==> config.mk <==
export PLATFORM = sky130hd
export DESIGN_NAME = duty_ramp_ctrl
export DESIGN_NICKNAME = d
export VERILOG_FILES = /design/src/rtl/pwm_pkg.sv /design/src/rtl/ramp_tick_timer.sv /design/src/rtl/duty_ramp_ctrl.sv
export SDC_FILE = /design/constraint.sdc
export NUM_CORES = 1
export LEC_CHECK = 0
export ABC_AREA = 1
export BUFFER_PORTS_ARGS = -buffer_cell sky130_fd_sc_hd__buf_2
export CAP_MARGIN = 20
export CORE_ASPECT_RATIO = 0.9
export CORE_MARGIN = 2
export CORE_UTILIZATION = 50
export DETAILED_ROUTE_END_ITERATION = 10
export PLACE_DENSITY = 0.68
export SLEW_MARGIN = 20
export SYNTH_ARGS = -nofsm -noshare
export SYNTH_HDL_FRONTEND = slang
export SYNTH_SLANG_ARGS = --single-unit
==> constraint.sdc <==
create_clock -name clk -period 6.8 [get_ports clk]
set_input_delay 1.02 -clock clk [delete_from_list [all_inputs] [get_ports clk]]
set_output_delay 1.02 -clock clk [all_outputs]
set_load 0.01 [all_outputs]
==> src/rtl/pwm_pkg.sv <==
// Shared PWM definitions: duty width common to pwm_generator and its
// upstream ramp controller, plus the ramp controller state encoding.
package pwm_pkg;

  localparam int unsigned DUTY_W = 8;

  typedef enum logic {
    IDLE = 1'b0,
    RAMP = 1'b1
  } ramp_state_t;

endpackage

==> src/rtl/ramp_tick_timer.sv <==
// Loadable down-counter pacing the ramp steps.
// Ports:
//   clk, rst  - clock, synchronous active-high reset
//   load      - load counter with load_val (wins over en)
//   load_val  - reload value
//   en        - count down by one while nonzero
//   zero      - counter currently at zero (decoded from the register)
module ramp_tick_timer #(
  parameter int unsigned W = 16
) (
  input  logic         clk,
  input  logic         rst,
  input  logic         load,
  input  logic [W-1:0] load_val,
  input  logic         en,
  output logic         zero
);

  logic [W-1:0] cnt;

  // Down-counter; saturates at zero until reloaded.
  always_ff @(posedge clk) begin
    if (rst) begin
      cnt <= '0;
    end else if (load) begin
      cnt <= load_val;
    end else if (en && (cnt != '0)) begin
      cnt <= cnt - W'(1);
    end
  end

  assign zero = (cnt == '0);

endmodule

==> src/rtl/duty_ramp_ctrl.sv <==
// Slew-rate limiter in front of pwm_generator: accepts a target duty over a
// valid/ready handshake and walks duty toward it in programmable steps at a
// programmable interval, with hold, busy and a one-cycle done pulse.
// Ports:
//   clk, rst   - clock, synchronous active-high reset
//   tgt_valid  - target request valid
//   tgt_ready  - request can be accepted (registered)
//   tgt_duty   - requested final duty
//   step       - duty increment per step (0 treated as 1), sampled at accept
//   interval   - idle cycles between steps, sampled at accept
//   hold       - freeze timer, duty and state
//   duty       - registered duty output
//   busy       - ramp in progress (registered)
//   done       - one-cycle pulse when duty reaches the target (registered)
module duty_ramp_ctrl #(
  parameter int unsigned DUTY_W = 8,
  parameter int unsigned INTV_W = 16
) (
  input  logic              clk,
  input  logic              rst,
  input  logic              tgt_valid,
  output logic              tgt_ready,
  input  logic [DUTY_W-1:0] tgt_duty,
  input  logic [DUTY_W-1:0] step,
  input  logic [INTV_W-1:0] interval,
  input  logic              hold,
  output logic [DUTY_W-1:0] duty,
  output logic              busy,
  output logic              done
);

  import pwm_pkg::*;

  ramp_state_t       state;
  logic [DUTY_W-1:0] tgt_q;
  logic [DUTY_W-1:0] step_q;
  logic [INTV_W-1:0] intv_q;
  logic              same_q;   // accepted target equalled duty; done follows

  logic              accept;
  logic [DUTY_W-1:0] step_eff;
  logic              dir_up;
  logic [DUTY_W:0]   diff;
  logic              last_step;
  logic              step_due;
  logic              tmr_en;
  logic              tmr_load;
  logic [INTV_W-1:0] tmr_load_val;
  logic              tmr_zero;

  assign accept   = tgt_valid && tgt_ready;
  assign step_eff = (step == '0) ? DUTY_W'(1) : step;

  // Distance to target in one extra bit so the compare against step is exact.
  assign dir_up    = (tgt_q >= duty);
  assign diff      = dir_up ? ({1'b0, tgt_q} - {1'b0, duty})
                            : ({1'b0, duty} - {1'b0, tgt_q});
  assign last_step = (diff <= {1'b0, step_q});

  assign tmr_en       = (state == RAMP) && !hold;
  assign step_due     = tmr_en && tmr_zero;
  assign tmr_load     = accept || (step_due && !last_step);
  assign tmr_load_val = accept ? interval : intv_q;

  ramp_tick_timer #(
    .W (INTV_W)
  ) u_timer (
    .clk      (clk),
    .rst      (rst),
    .load     (tmr_load),
    .load_val (tmr_load_val),
    .en       (tmr_en),
    .zero     (tmr_zero)
  );

  // Ramp FSM with registered outputs.
  always_ff @(posedge clk) begin
    if (rst) begin
      state     <= IDLE;
      tgt_q     <= '0;
      step_q    <= '0;
      intv_q    <= '0;
      same_q    <= 1'b0;
      duty      <= '0;
      busy      <= 1'b0;
      done      <= 1'b0;
      tgt_ready <= 1'b1;
    end else begin
      done   <= 1'b0;
      same_q <= 1'b0;
      case (state)
        IDLE: begin
          if (same_q) begin
            done <= 1'b1;
          end
          if (accept) begin
            tgt_q  <= tgt_duty;
            step_q <= step_eff;
            intv_q <= interval;
            if (tgt_duty == duty) begin
              same_q <= 1'b1;
            end else begin
              state     <= RAMP;
              busy      <= 1'b1;
              tgt_ready <= 1'b0;
            end
          end
        end
        RAMP: begin
          if (step_due) begin
            if (last_step) begin
              duty      <= tgt_q;
              done      <= 1'b1;
              busy      <= 1'b0;
              tgt_ready <= 1'b1;
              state     <= IDLE;
            end else if (dir_up) begin
              duty <= duty + step_q;
            end else begin
              duty <= duty - step_q;
            end
          end
        end
        default: begin
          state     <= IDLE;
          busy      <= 1'b0;
          tgt_ready <= 1'b1;
        end
      endcase
    end
  end

endmodule

==> results.tsv <==
metric	value	unit
status	finished clean	
die_h	93.29	um
dpl.cell_count	800	
gp_congestion	0.9703	
areaGrowthSynthToFinish	10.76	%
first_pass_iters	5	
synthMuxAreaShare	0	%
fin_tns_setup	0	ps
antenna_found_initial	0	
num_antenna_cells	0	
clock_latency	350	ps
die_w	103.2	um
clk_path_buf_depth	2	
synth_compound_area_share	16.38	%
drive_above_1_share	13.92	%
cellPowerDensity	243.3	nW/um^2
drt_iter0_markers	276	
synth_cell_type_count	39	
via_count	4177	
fp.dieArea	9628	um^2
startpoint_type	register	
grt_max_degree	41	
max_freq	0.2421	GHz
grt_overflow_total	0	
cts_made_buffers	9	
max_cap_violations	0	
slowest_delay	580	ps
ys_seq_elements	61	
end_kind	register	
ir_worst_vdd	184.0	uV
post-cts-setup-buffers	0	
final.min_clock_period	4131	ps
wl_per_cell	14.14	um
grt_usage	25.71	%
start_util	51.45	%
drc_errors	0	
ctsResizeCount	0	
finalHoldViolations	0	
clk_pin_slew	70	ps
io_buffers	46	
ys_seq_area_share	27.57	%
grt_pass1_vias	3857	
cp_max_fo	21	
setup_violations	0	
crit_type	register to register	
io_pins	47	
leakage	2.398	nW
clock-root-buffer	clkbuf_8	
fin_crit_sh	60.75	%
final_antenna_net_count	0	
maxSlewHeadroom	37.88	%
rows	32	
synthAdderAreaFrac	10.68	%
pre_cts_ws	2681	ps
syn_nets	728	
synth-simple-area-share	26.69	%
rsz0062_at_grt	false	
worst_slack	2669	ps
slowest_stage	dfxtp_1	
tightest_slew	928.4	ps
fin_util	56.99	%
htreeDepth	3	
synthXorXnorAreaFrac	7.119	%
coreArea	8608	um^2
worstPathArrival	4370	ps
wl	11.54	mm
syn_area	4429	um^2
syn_inst	656	
drv_slew	0	
crit_top_cell	nand2_1	
synth_area_per_cell	6.752	um^2
min_path_type	register to register	
clock_skew	9.611	ps
cts_tree	done	
vias_per_cell	5.119	
nNetsFinal	764	
hpwl	9.001	mm
grt_first_pass_wirelength	18.91	mm
layout.cells.non_filler	816	
synth_top_family_by_area	simple AND/OR/NAND/NOR gates	
required	7040	ps
clock_sink_count	61	
ys.warnings.count	0	
cts_hold_buffers	0	
-- report_power, final --
group          leakage, nW  switching [mW]  internal (mW)
Sequential           0.501          0.0268          0.388
Combinational         1.80           0.293          0.161
Clock               0.0964           0.147          0.178
-- state kept, by name, summed over array words and instances (netlist names) --
signal       count
u_timer.cnt     16
intv_q          16
same_q           1
tgt_ready        1
busy             1
tgt_q            8
done             1
step_q           8
state            1
duty             8
-- cell usage after synthesis (all sizes together) --
library cell,n,share of area (%)
nand2,148,14
inv,109,9.2
o21ai,74,8.4
dfxtp,61,28
a21oi,49,5.5
nor2,46,4.7
nand3,43,5.5
ha,33,9.3
xor2,24,4.7
clkbuf,14,1.2
xnor2,12,2.4
buf,8,1.1
nand4,7,1.1
nor3,7,0.90
o211ai,7,1.2
fa,3,1.4
a21o,2,0.34
nor4,2,0.28
a211oi,1,0.17
nand3b,1,0.17
o211a,1,0.23
o21a,1,0.17
o21bai,1,0.17
o22ai,1,0.14
or4,1,0.17
-- routing by layer --
metal | up-vias | GRT usage [%] | part of all wire (%)
li1 | 2174 | - | -
met3 | 11 | 5.456 | 6.3
met1 | 1875 | 38.95 | 52
met2 | 117 | 36.90 | 41
met4 | 0 | 6.031 | 0.84
met5 | - | 0 | 0
-- final timing paths --
path	cells past startpoint	slack (ps)	to	startpoint
max	29	2670	u_timer.cnt[2]	duty[1]
min	2	450	done	same_q
max reg2reg	29	2670	u_timer.cnt[2]	duty[1]
min reg2reg	2	450	done	same_q
-- cells by family after synthesis --
group	Yosys count
simple gates	255
flops	61
buf+inv	131
fa+ha+maj	36
xor+xnor	36
compound gates	137
-- critical path: cells and delay by family (launching register included) --
| family | cells | cell delay, ps |
|---|---|---|
| adders and majority gates | 2 | 610 |
| buffers and inverters | 5 | 590 |
| DFF | 1 | 580 |
| and+or+nand+nor | 18 | 1700 |
| AOI/OAI and AO/OA | 3 | 350 |
| xor gates and xnor gates | 1 | 180 |
-- layout make-up --
| cell class | instances | area, um^2 |
|---|---|---|
| Clock buffer | 12 | 145.1 |
| Inverter | 109 | 409.1 |
| Tap cell | 119 | 148.9 |
| Sequential cell | 61 | 1221 |
| Multi-Input combinational cell | 464 | 2696 |
| Clock inverter | 4 | 47.55 |
| Timing Repair Buffer | 47 | 237.7 |
| Fill cell | 842 | 3702 |
-- per-stage QoR --
stage               total power [mW]  hold WS, ps  cell area, um^2
finish                         1.194        448.3             4906
global route                   1.282        482.4             4906
CTS                            1.198        450.2             4906
detailed placement            0.8712        437.5             4713
global placement              0.8708        439.8             4713
floorplan                     0.7717        428.9             4429
-- placed cells by master (no fill, tap or decap), types with 2 or more instances in the layout --
| cell type | count |
|---|---|
| clkbuf_1 | 2 |
| clkbuf_8 | 10 |
| nand2_1 | 138 |
| nand3_1 | 39 |
| nor2_2 | 5 |
| nor3_1 | 6 |
| o21ai_0 | 67 |
| fa_1 | 3 |
| dfxtp_1 | 61 |
| nand2_2 | 5 |
| a21o_1 | 2 |
| nor4_1 | 2 |
| clkinv_2 | 2 |
| a21oi_1 | 49 |
| ha_1 | 33 |
| o21ai_1 | 6 |
| nor2_4 | 3 |
| nand2_4 | 4 |
| o211ai_1 | 7 |
| inv_2 | 11 |
| inv_1 | 98 |
| xor2_1 | 24 |
| nand3_2 | 3 |
| buf_2 | 46 |
| nand4_1 | 6 |
| xnor2_1 | 12 |
| nor2_1 | 38 |
No activity file was read; power rests on OpenSTA's default activity.
